$ cat config.mk
export PLATFORM = sky130hd
export DESIGN_NAME = phase_seq_monitor
export DESIGN_NICKNAME = d
export VERILOG_FILES = /design/src/rtl/phase_seq_pkg.sv /design/src/rtl/phase_seq_monitor_sat_counter.sv /design/src/rtl/phase_seq_monitor.sv
export SDC_FILE = /design/constraint.sdc
export NUM_CORES = 1
export LEC_CHECK = 0
export CORE_MARGIN = 3
export CORE_UTILIZATION = 63
export CTS_BUF_LIST = sky130_fd_sc_hd__clkbuf_16
export CTS_CLUSTER_SIZE = 30
export DETAILED_ROUTE_END_ITERATION = 8
export DONT_BUFFER_PORTS = 1
export PLACE_DENSITY = 0.91
export SYNTH_ARGS = -nofsm -noshare
export SYNTH_HDL_FRONTEND = slang
export SYNTH_SLANG_ARGS = --single-unit
$ cat constraint.sdc
create_clock -name clk -period 4.8 [get_ports clk]
set_clock_uncertainty 0.2 [all_clocks]
set_input_delay 0.96 -clock clk [delete_from_list [all_inputs] [get_ports clk]]
set_output_delay 0.96 -clock clk [all_outputs]
set_load 0.01 [all_outputs]
$ cat src/rtl/phase_seq_pkg.sv
// ============================================================================
// Module : phase_seq_pkg
// Brief  : Phase codes, monitor state type and successor function shared by
//          the phase sequence monitor.
// Rev    : 1.0  initial release
// ============================================================================
`default_nettype none

package phase_seq_pkg;

  localparam logic [1:0] PH_A   = 2'b01;
  localparam logic [1:0] PH_B   = 2'b11;
  localparam logic [1:0] PH_C   = 2'b10;
  localparam logic [1:0] PH_ILL = 2'b00;

  typedef enum logic [1:0] {
    HUNT   = 2'd0,
    SYNC   = 2'd1,
    LOCKED = 2'd2
  } mon_state_t;

  // Illegal input maps to PH_ILL so it can never match a real code.
  function automatic logic [1:0] succ(input logic [1:0] code);
    case (code)
      PH_A:    succ = PH_B;
      PH_B:    succ = PH_C;
      PH_C:    succ = PH_A;
      default: succ = PH_ILL;
    endcase
  endfunction

endpackage

`default_nettype wire

$ cat src/rtl/phase_seq_monitor_sat_counter.sv
// ============================================================================
// Module : sat_counter
// Brief  : Saturating up-counter; clr takes effect before a same-cycle inc.
// Rev    : 1.0  initial release
// ============================================================================
`default_nettype none

module sat_counter #(
  parameter int W = 8
) (
  input  logic         clk,
  input  logic         rst,
  input  logic         i_inc,
  input  logic         i_clr,
  output logic [W-1:0] o_count
);

  localparam logic [W-1:0] C_MAX = {W{1'b1}};

  logic [W-1:0] r_count;

  always_ff @(posedge clk) begin
    if (rst) begin
      r_count <= '0;
    end else if (i_clr) begin
      r_count <= i_inc ? W'(1) : '0;
    end else if (i_inc && (r_count != C_MAX)) begin
      r_count <= r_count + W'(1);
    end
  end

  assign o_count = r_count;

endmodule

`default_nettype wire

$ cat src/rtl/phase_seq_monitor.sv
// ============================================================================
// Module : phase_seq_monitor
// Brief  : Locks onto the 01->11->10 phase code stream, flags out-of-order and
//          illegal codes while locked, and counts rounds and errors.
// Rev    : 1.0  initial release
// ============================================================================
`default_nettype none

module phase_seq_monitor
  import phase_seq_pkg::*;
#(
  parameter int SYNC_LEN = 3,
  parameter int LOSS_LEN = 2,
  parameter int CNT_W    = 8
) (
  input  logic             clk,
  input  logic             rst,
  input  logic [1:0]       in_code,
  input  logic             in_valid,
  input  logic             clr,
  output logic             locked,
  output logic             err_pulse,
  output logic             err_sticky,
  output logic [CNT_W-1:0] round_cnt,
  output logic [CNT_W-1:0] err_cnt
);

  localparam int MW = $clog2(SYNC_LEN + 1);
  localparam int LW = $clog2(LOSS_LEN + 1);

  mon_state_t    r_state, w_state_nxt;
  logic [1:0]    r_prev, w_prev_nxt;
  logic [MW-1:0] r_match, w_match_nxt, w_match_inc;
  logic [LW-1:0] r_miss, w_miss_nxt, w_miss_inc;
  logic          r_err_pulse, r_err_sticky;
  logic          w_err, w_round, w_good;
  logic [1:0]    w_succ;

  always_ff @(posedge clk) begin
    if (rst) begin
      r_state      <= HUNT;
      r_prev       <= PH_ILL;
      r_match      <= '0;
      r_miss       <= '0;
      r_err_pulse  <= 1'b0;
      r_err_sticky <= 1'b0;
    end else begin
      r_state      <= w_state_nxt;
      r_prev       <= w_prev_nxt;
      r_match      <= w_match_nxt;
      r_miss       <= w_miss_nxt;
      r_err_pulse  <= w_err;
      r_err_sticky <= clr ? w_err : (r_err_sticky | w_err);
    end
  end

  assign w_succ      = succ(r_prev);
  assign w_good      = (in_code == w_succ);
  assign w_match_inc = r_match + MW'(1);
  assign w_miss_inc  = r_miss + LW'(1);

  always_comb begin
    w_state_nxt = r_state;
    w_prev_nxt  = r_prev;
    w_match_nxt = r_match;
    w_miss_nxt  = r_miss;
    w_err       = 1'b0;
    w_round     = 1'b0;
    if (in_valid) begin
      case (r_state)
        HUNT: begin
          if (in_code != PH_ILL) begin
            w_prev_nxt  = in_code;
            w_match_nxt = '0;
            w_state_nxt = SYNC;
          end
        end
        SYNC: begin
          if (in_code == PH_ILL) begin
            w_state_nxt = HUNT;
          end else if (w_good) begin
            w_prev_nxt  = in_code;
            w_match_nxt = w_match_inc;
            if (w_match_inc == MW'(SYNC_LEN)) begin
              w_state_nxt = LOCKED;
              w_miss_nxt  = '0;
            end
          end else begin
            w_prev_nxt  = in_code;
            w_match_nxt = '0;
          end
        end
        LOCKED: begin
          // Flywheel: expected phase advances regardless of what arrived.
          w_prev_nxt = w_succ;
          if (w_good) begin
            w_miss_nxt = '0;
            w_round    = (in_code == PH_C);
          end else begin
            w_err      = 1'b1;
            w_miss_nxt = w_miss_inc;
            if (w_miss_inc == LW'(LOSS_LEN)) begin
              w_state_nxt = HUNT;
            end
          end
        end
        default: w_state_nxt = HUNT;
      endcase
    end
  end

  sat_counter #(.W(CNT_W)) u_round_cnt (
    .clk     (clk),
    .rst     (rst),
    .i_inc   (w_round),
    .i_clr   (clr),
    .o_count (round_cnt)
  );

  sat_counter #(.W(CNT_W)) u_err_cnt (
    .clk     (clk),
    .rst     (rst),
    .i_inc   (w_err),
    .i_clr   (clr),
    .o_count (err_cnt)
  );

  assign locked     = (r_state == LOCKED);
  assign err_pulse  = r_err_pulse;
  assign err_sticky = r_err_sticky;

endmodule

`default_nettype wire

# After elaboration in Yosys (flattened, before gate mapping)
# Cells that the tools add are included.
# word_totals
regBits	26
in_bits	6
wordCells	79
# classes
add_sub_neg	4
eq_ne	19
n_mux	33
bitwise	1
n_reduce_logical	14
# op_table
op	n
two-way mux 8 bit	4
two-way mux 2 bit	15
case mux 2 bit (3 select lines)	3
adder 8 x 1 -> 8 bit, second input constant	2
inequality test 8 bit, second input constant	2
== test 2 bit, second input constant	6
inequality test 2 bit, second input constant	5
nonzero test 2 bit	5
two-way mux 1 bit	9
case mux 2 bit (2 select lines)	2
AND reduction 4 bit	2
inequality test 3 bit, second input constant	2
AND reduction 6 bit	1
AND reduction 5 bit	1
adder 2 x 1 -> 2 bit, second input constant	2
== test 2 x 1 -> 1 bit, second input constant	2
zero test 2 bit	2
nonzero test 3 bit	1
== test 2 bit	1
logical AND 1 bit	2
inequality test 2 x 1 -> 1 bit, second input constant	1
OR 1 bit	1

# Logic depth before layout (Yosys ltp)
# Gate-level depths: netlist of the first run.
# logic_depth
word_depth	9
mapped_depth	8
mapped_depth_nobuf	7

# Modules after synthesis
# From an unflattened synthesis of the first run, not the netlist that was laid out.
# unflattened
hier_cells	176
area_unflattened_um2	1510.2
# modules_own_cells
mod	n_inst	cells_each	area_each_um2	seq_area_each_um2
sat_counter	2	53	444.2	160.2
phase_seq_monitor	1	70	621.8	200.2

# Worst setup path after synthesis of the first run
# OpenSTA, ideal clock, no wires.
# synth_path
path_type	input -> register
start	input in_code[0]
end	register u_round_cnt.r_count[7] (netlist: u_round_cnt.o_count[7])
setup_time_ns	0.128
arrival_time_ns	2.196
required_time_ns	4.472
slack_ns	2.276
path_stages	6
path_buffers	1
cell_sequence	nand2b_1 > or4_4 > buf_6 > nor4_2 > xnor2_1 > nor2_1
# synth_via
elab_chain_len	6
elab_cells_between_ends	7
# synth_lines
element	line_no	source
start: declaration	phase_seq_monitor.sv:18	input logic [1:0] in_code,
== test 2 bit, on equally long branches	phase_seq_monitor.sv:98, phase_seq_monitor.sv:58	
two-way mux 1 bit (*)	phase_seq_monitor.sv:96	if (w_good) begin
two-way mux 1 bit (*)	phase_seq_monitor.sv:70	case (r_state)
two-way mux 1 bit (*)	phase_seq_monitor.sv:69	if (in_valid) begin
logical AND 1 bit (*)	phase_seq_monitor_sat_counter.sv:27	end else if (i_inc && (r_count != C_MAX)) begin
nonzero test 2 bit (no source line) (*)	-	
end signal: assignment	phase_seq_monitor_sat_counter.sv:26	r_count <= i_inc ? W'(1) : '0;
end signal: assignment	phase_seq_monitor_sat_counter.sv:28	r_count <= r_count + W'(1);
end: declaration	phase_seq_monitor_sat_counter.sv:20	logic [W-1:0] r_count;
# Mark *: on every way between the ends. The rest lies on a longest branch, timed or not.
# A chain may end at the register's enable or synchronous reset.

# Worst setup path after layout of the first run
# layout_path
start	register r_prev[1]
end	register u_err_cnt.r_count[4] (netlist: u_err_cnt.o_count[4])
# layout_via
elab_chain_len	8
elab_cells_between_ends	10
# layout_lines
element	line_no	source
start: declaration	phase_seq_monitor.sv:32	logic [1:0] r_prev, w_prev_nxt;
start signal: assignment	phase_seq_monitor.sv:49	r_prev <= w_prev_nxt;
== test 2 bit / == test 2 x 1 -> 1 bit (equally long branches)	phase_seq_pkg.sv:24	case (code)
case mux 2 bit (3 select lines) (*)	phase_seq_pkg.sv:24	
== test 2 bit (*)	phase_seq_monitor.sv:58	assign w_good = (in_code == w_succ);
two-way mux 1 bit (*)	phase_seq_monitor.sv:96	
two-way mux 1 bit (*)	phase_seq_monitor.sv:70	
two-way mux 1 bit (*)	phase_seq_monitor.sv:69	
logical AND 1 bit (*)	phase_seq_monitor_sat_counter.sv:27	
nonzero test 2 bit (no source line) (*)	-	
end signal: assignment	phase_seq_monitor_sat_counter.sv:26	
end signal: assignment	phase_seq_monitor_sat_counter.sv:28	
end: declaration	phase_seq_monitor_sat_counter.sv:20	
# Marks and branches as above.

==> results of run 1 <==
-- power breakdown --
part / switching [mW] / internal (mW) / total (mW)
registers: 0.00589 / 0.220 / 0.226
clock network: 0.0781 / 0.166 / 0.244
logic: 0.0250 / 0.0153 / 0.0402
-- worst register-to-register path: cells and delay by family (launching register included) --
kind            cells  cell delay (ns)
flops               1             0.33
simple gates        1             0.54
fa+ha+maj           1             0.18
buf+inv             1             0.07
compound gates      3             0.77
xor+xnor            1             0.22
-- flip-flops by register name, summed over array words and instances, names as in the netlist --
register	count
u_err_cnt.o_count	8
u_round_cnt.o_count	8
r_match	2
r_miss	2
r_prev	2
r_state	2
err_pulse	1
err_sticky	1
-- cells in the mapped netlist, drive strengths merged (2+ instances only) --
master,instances,share of area
nand3,14,0.050
o21ai,6,0.021
a21oi,12,0.043
dfxtp,26,0.37
nand2b,3,0.013
or3,4,0.018
or4,3,0.019
o32ai,2,0.013
a21o,2,0.011
o31ai,2,0.011
clkbuf,2,0.0054
ha,7,0.063
nor2,14,0.038
a211oi,4,0.021
nand3b,2,0.020
xnor2,7,0.044
nor3,7,0.025
inv,11,0.029
o21bai,2,0.011
nand2,12,0.032
and2,2,0.0098
o41ai,3,0.019
nor4,3,0.022
-- final timing paths --
check	end	slack, ns	depth (start not counted)
max	u_err_cnt.o_count[4]	2.41	7
min	r_match[1]	0.26	2
max reg2reg	u_err_cnt.o_count[4]	2.41	7
min reg2reg	r_match[1]	0.26	2
-- cells by family after synthesis --
group / count (synthesis) / share of synthesized area
AOI/OAI and AO/OA: 39 / 0.185
xor gates and xnor gates: 8 / 0.0500
adders and majority gates: 7 / 0.0626
buffers and inverters: 14 / 0.0429
DFF: 26 / 0.372
muxes: 1 / 0.00715
and+or+nand+nor: 70 / 0.281
-- layout make-up --
type,count,area [um^2]
fill,161,522
sequential,26,520
tap,27,33.8
multi-input combinational,125,820
inverter,11,41.3
clock buffer,3,75.1
clock inverter,1,30.0
-- metal layers --
layer | track usage | vias up | routed length [um] | part of all wire
met5 | 0 | - | 0 | 0
met1 | 0.279 | 588 | 1300 | 0.43
li1 | - | 606 | - | -
met2 | 0.450 | 36 | 1550 | 0.51
met4 | 0.136 | 0 | 55 | 0.018
met3 | 0.0479 | 8 | 154 | 0.050
-- per-stage QoR --
step	setup WS [ns]	std cells	hold WS, ns
2_1_floorplan	2.28	165	0.236
3_3_place_gp	2.24	189	0.237
3_5_place_dp	2.21	189	0.255
4_1_cts	2.41	193	0.264
5_1_grt	2.27	193	0.292
6_report	2.41	193	0.264
==> metrics.log, run 1 <==
INFO  metric class_of_the_tightest_hold_or_removal_check = flip-flop to flip-flop
INFO  metric vias_per_cell = 6.41
INFO  metric critical_path.endpoint_type = flip-flop
INFO  metric place.port_buffers = 0
INFO  metric critical_path.slowest_cell = sky130_fd_sc_hd__or4_1
INFO  metric leakage_power_of_the_design = 0.518 nW
INFO  metric first_pass_grt_wire_length = 5310 um
INFO  metric timing_worst_setup_path_type = flip-flop to flip-flop
INFO  metric slew_viols_final = 0
INFO  metric flip_flop_and_latch_count_after_synthesis = 26
INFO  metric antenna_cells_inserted = 0
INFO  metric synth-edff-count = 0
INFO  metric clock_buffers_created_by_tritoncts = 3
INFO  metric mappedNetlistArea = 1400 um^2
INFO  metric post-cts-setup-buffers = 0
INFO  metric detailed_place.area = between 1000 and 1500 um^2
INFO  metric postSynth.asyncResetShare = 0
INFO  metric finalCritPeriodShare = 0.498
INFO  metric post_synth.cell_area_avg = roughly 8.5 um^2
INFO  metric timing.critical_path.from_type = flip-flop
INFO  metric count_of_cells_resized_by_post_cts_repair = 0
INFO  metric worst_ep_arrival_time = roughly 2.4 ns
INFO  metric num_vias = about 1,200
INFO  metric die_x = 53.1 um
INFO  metric grt_setup_unrepaired = false
INFO  metric critical_path.startpoint = r_prev[1]
INFO  metric grt_max_degree = 16
INFO  metric synth_cell_type_count = 42
INFO  metric synth_sequential_area_ratio = 0.372
INFO  metric post_layout_min_period = 2.39 ns
INFO  metric overall_die_area = around 2800 um^2
INFO  metric path_delay_family = compound AO/OA/AOI/OAI gates
INFO  metric flow.area_growth_from_synthesis = 8.58%
INFO  metric layout.cell_area.non_filler = 1520 um^2
INFO  metric insertion_delay = 0.26 ns
INFO  metric critical_path.reg2reg.startpoint = r_prev[1]
INFO  metric drt_drc_violations_left = 0
INFO  metric sinks_on_clock_net = 26
INFO  metric clkTransAtPathRegs = 0.07 ns
INFO  metric core.rowCount = 16
INFO  metric tritoncts = yes
INFO  metric dieHeight = 53.1 um
INFO  metric cts-root-buf = sky130_fd_sc_hd__clkbuf_16
INFO  metric synthesis.instances = roughly 170
INFO  metric max_freq = 419 MHz
INFO  metric layout.cells.most_common = sky130_fd_sc_hd__dfxtp_1
INFO  metric clock_tree.buffer_depth = 2
INFO  metric tightestPinTransition = about 0.57 ns
INFO  metric detailedPlacementHpwl = roughly 2200 um
INFO  metric first_global_vias = between 1,000 and 1,500
INFO  metric ant_nets = 0
INFO  metric nets = 180
INFO  metric number_of_antenna_violations_at_the_first_check_in_global_routing = 0
INFO  metric path_max_fanout = 9
INFO  metric detail_route.iter0.violations = 34
INFO  metric irDropWorstVdd = 0.000231 V
INFO  metric outcome = completed
INFO  metric most-common-layout-cells = sky130_fd_sc_hd__dfxtp_1, sky130_fd_sc_hd__nand3_1, sky130_fd_sc_hd__nor2_1, sky130_fd_sc_hd__nand2_1, sky130_fd_sc_hd__a21oi_1
INFO  metric gpl.final_weighted_congestion = 0.839
INFO  metric final.setup.tns = 0 ns
INFO  metric worstPathCellList = inv_1 > ha_1 > o21bai_1 > xor2_1 > a21o_1 > or4_1 > a21oi_1
INFO  metric powerDensity = 336 nW/um^2
INFO  metric synth_nets = roughly 180
INFO  metric grt_use_total = 0.253
INFO  metric min-delay-start = r_match[1]
INFO  metric floorplan.core_area = 2040 um^2
INFO  metric worst_ep_required_time = 4.79 ns
INFO  metric finish.utilization = 0.744
INFO  metric route.detailed.wl_per_inst = 15.8 um
INFO  metric htree_levels = 1
INFO  metric ctsHoldBuffers = 0
INFO  metric cap_viol_max_count = 0
INFO  metric finalSetupViolations = 0
INFO  metric initial_utilization = 0.686
INFO  metric detail_route.first_pass.iterations = 4
INFO  metric timing.slew.headroom = 0.621
INFO  metric hold_viol_final = 0
INFO  metric timing.critical_path.buf_inv = 1
INFO  metric drive_above_1_share = 0.0663
INFO  metric synthesis.yosys.warnings = 0
INFO  metric post_route_wl = 3060 um
INFO  metric post-layout-total-power = between 0.5 and 0.6 mW
INFO  metric cpPeakStageDelay = 0.54 ns
INFO  metric num_io_pins = 25
INFO  metric ys_dominant_reg_cell = sky130_fd_sc_hd__dfxtp_1
INFO  metric grt_overflow = 0
Power figures use the tool's default switching activity.
==> run 2: changes to the inputs <==
--- a/config.mk
+++ b/config.mk
@@ -6,12 +6,12 @@
 export NUM_CORES = 1
 export LEC_CHECK = 0
 export CORE_MARGIN = 3
-export CORE_UTILIZATION = 63
+export CORE_UTILIZATION = 55
 export CTS_BUF_LIST = sky130_fd_sc_hd__clkbuf_16
 export CTS_CLUSTER_SIZE = 30
 export DETAILED_ROUTE_END_ITERATION = 8
 export DONT_BUFFER_PORTS = 1
-export PLACE_DENSITY = 0.91
+export PLACE_DENSITY = 0.85
 export SYNTH_ARGS = -nofsm -noshare
 export SYNTH_HDL_FRONTEND = slang
 export SYNTH_SLANG_ARGS = --single-unit
==> constraint.sdc (replaced) <==
create_clock -name clk -period 2 [get_ports clk]
set_clock_uncertainty 0.2 [all_clocks]
set_input_delay 0.4 -clock clk [delete_from_list [all_inputs] [get_ports clk]]
set_output_delay 0.4 -clock clk [all_outputs]
set_load 0.01 [all_outputs]
==> metrics.log, run 2 (same netlist as run 1, synthesis figures left out) <==
INFO  metric critical_path.startpoint = r_prev[0]
INFO  metric cts-root-buf = sky130_fd_sc_hd__clkbuf_16
INFO  metric detailed_place.area = 1690 um^2 (+19%)
INFO  metric drive_above_1_share = 0.356 (+0.290)
INFO  metric hold_viol_final = 1 (+1)
INFO  metric post-layout-total-power = 1.34 mW (+160%)
INFO  metric ant_nets = 0 (unchanged)
INFO  metric grtUsageMet3 = 0.0598 (+0.0119)
INFO  metric timing.critical_path.buf_inv = 2 (+1)
INFO  metric route.detailed.wl_per_inst = 19.0 um (+20%)
INFO  metric gpl.final_weighted_congestion = 0.827 (-1.4%)
INFO  metric overall_die_area = 3190 um^2 (+13%)
INFO  metric powerDensity = 653 nW/um^2 (+94%)
INFO  metric max_freq = 454 MHz (+8.4%)
INFO  metric timing.critical_path.from_type = flip-flop
INFO  metric comb_power_share = 0.150 (+0.071)
INFO  metric dp_worst_setup_slack = -0.245 ns (-2.45 ns)
INFO  metric critical_path.reg2reg.startpoint = r_prev[0]
INFO  metric detail_route.first_pass.iterations = 5 (+1)
INFO  metric layout.cells.most_common = sky130_fd_sc_hd__buf_4
INFO  metric critical_path.slowest_cell = sky130_fd_sc_hd__or4_4
INFO  metric clkTransAtPathRegs = 0.07 ns (about the same)
INFO  metric tritoncts = yes
INFO  metric most_congested_layer_reported_by_global_routing = met2
INFO  metric drt_drc_violations_left = 0 (unchanged)
INFO  metric antenna_cells_inserted = 0 (unchanged)
INFO  metric detail_route.iter0.violations = 101 (+200%)
INFO  metric vias_per_cell = 6.43 (+0.23%)
INFO  metric num_io_pins = 25 (unchanged)
INFO  metric grt_max_degree = 16 (unchanged)
INFO  metric class_of_the_tightest_hold_or_removal_check = input port to flip-flop
INFO  metric groute.layer.met2.usage = 0.454 (+0.00338)
INFO  metric core.rowCount = 17 (+1)
INFO  metric leakage_power_of_the_design = 0.744 nW (+44%)
INFO  metric violations = hold timing, setup timing
INFO  metric layout.filler_cells = 107 (-34%)
INFO  metric timing.final.ws_setup = -0.205 ns (-2.62 ns)
INFO  metric dieHeight = 56.5 um (+6.2%)
INFO  metric flow.area_growth_from_synthesis = 46.4%
INFO  metric grt_setup_unrepaired = true
INFO  metric num_vias = 1,498 (+21%)
INFO  metric cap_viol_max_count = 0 (unchanged)
INFO  metric cpPeakStageDelay = 0.55 ns (about the same)
INFO  metric post_layout_min_period = 2.20 ns (-0.185 ns)
INFO  metric final-seq-area = 523 um^2 (+0.48%)
INFO  metric irDropWorstVdd = 0.000681 V (+190%)
INFO  metric worst_ep_required_time = 2.00 ns (-2.79 ns)
INFO  metric insertion_delay = 0.27 ns (about the same)
INFO  metric first_pass_grt_wire_length = 6710 um (+26%)
INFO  metric slew_viols_final = 0 (unchanged)
INFO  metric most-common-layout-cells = sky130_fd_sc_hd__buf_4, sky130_fd_sc_hd__dfxtp_1, sky130_fd_sc_hd__nor2_1, sky130_fd_sc_hd__nand3_1, sky130_fd_sc_hd__nand2_1
INFO  metric critical_path.endpoint_type = flip-flop
INFO  metric sequentialPowerShare = 0.403 (-0.040)
INFO  metric layout.cell_area.non_filler = 2050 um^2 (+35%)
INFO  metric timing.slew.headroom = 0.652 (+0.0302)
INFO  metric timing_worst_setup_path_type = flip-flop to flip-flop
INFO  metric finish.utilization = 0.884 (+0.139)
INFO  metric post_route_wl = 4430 um (+45%)
INFO  metric number_of_antenna_violations_at_the_first_check_in_global_routing = 0 (unchanged)
INFO  metric die_x = 56.5 um (+6.2%)
INFO  metric finalCritPeriodShare = 1.10 (+0.605)
INFO  metric clock_tree.buffer_depth = 2 (unchanged)
INFO  metric path_max_fanout = 5 (-4)
INFO  metric finalSetupViolations = 19 (+19)
INFO  metric min-delay-start = rst
INFO  metric met1_usage = 0.296 (+0.0170)
INFO  metric worstPathCellList = inv_2 > ha_4 > o21bai_4 > buf_6 > xor2_4 > a21o_1 > or4_4 > a21oi_2
INFO  metric floorplan.core_area = 2320 um^2 (+14%)
INFO  metric worst_ep_arrival_time = 2.20 ns (-0.18 ns)
INFO  metric initial_utilization = 0.604 (-0.0818)
INFO  metric htree_levels = 1 (unchanged)
INFO  metric tightestPinTransition = 0.521 ns (-0.0445 ns)
INFO  metric detailedPlacementHpwl = 2550 um (+15%)
INFO  metric switching_share = 0.234 (+0.0201)
INFO  metric multiInputGateArea = 1030 um^2 (+26%)
INFO  metric path_delay_family = simple AND/OR/NAND/NOR gates
INFO  metric first_global_vias = 1,509 (+15%)
INFO  metric grt_overflow = 0 (unchanged)
INFO  metric grt_use_total = 0.262 (+0.00893)
INFO  metric clock_buffers_created_by_tritoncts = 3 (unchanged)
INFO  metric holdWs = -0.000630 ns (-0.265 ns)
INFO  metric nets = 219 (+22%)
INFO  metric outcome = finished, violations left
INFO  metric sinks_on_clock_net = 26 (unchanged)
INFO  metric clock_power_share = 0.447 (-0.031)
INFO  metric p_switching = 0.312 mW (+190%)
INFO  metric place.port_buffers = 0 (unchanged)
INFO  metric internal_power = 1.02 mW (+160%)
[run 2: final cells by class]
type | instances | share of cell area
clock inverters | 1 | 0.0147
well taps | 28 | 0.0171
multi-input cells | 125 | 0.504
clock buffers | 3 | 0.0366
repair buffers | 39 | 0.153
flip-flops and latches | 26 | 0.255
inverters | 11 | 0.0201
[run 2: timing repair]
item,in CTS,in global routing
pin swaps,14,11
setup endpoints to repair,22,23
gates resized for setup,13,19
gates cloned,0,0
endpoints found under the hold margin,3,1
buffers inserted,6,2
hold buffers,1,1
[run 2: worst paths after layout]
check,to,slack [ns],cells past startpoint
setup / recovery,u_err_cnt.o_count[4],-0.20,8
hold / removal,r_prev[1],-0.0006,1
setup reg to reg,u_err_cnt.o_count[4],-0.20,8
hold reg to reg,r_match[0],0.27,2
[run 2: through the flow]
stage,TNS (ns),std cells
after floorplan,-0.372,165
after global placement,-1.81,219
after detailed placement,-2.77,219
after CTS,-1.57,230
after global routing,-4.06,233
final,-2.13,233
[run 2: power by group through the flow]
stage,sequential (mW),combinational [mW],clock (mW)
after floorplan,0.552,0.0905,0
after global placement,0.550,0.130,0
after detailed placement,0.551,0.136,0
after CTS,0.539,0.167,0.592
after global routing,0.541,0.214,0.614
final,0.539,0.200,0.598
[run 2: layer usage]
metal / vias to the layer above / wire (um)
met5: - / 0
met4: 0 / 128
met3: 17 / 303
met2: 81 / 2200
met1: 714 / 1800
li1: 686 / -
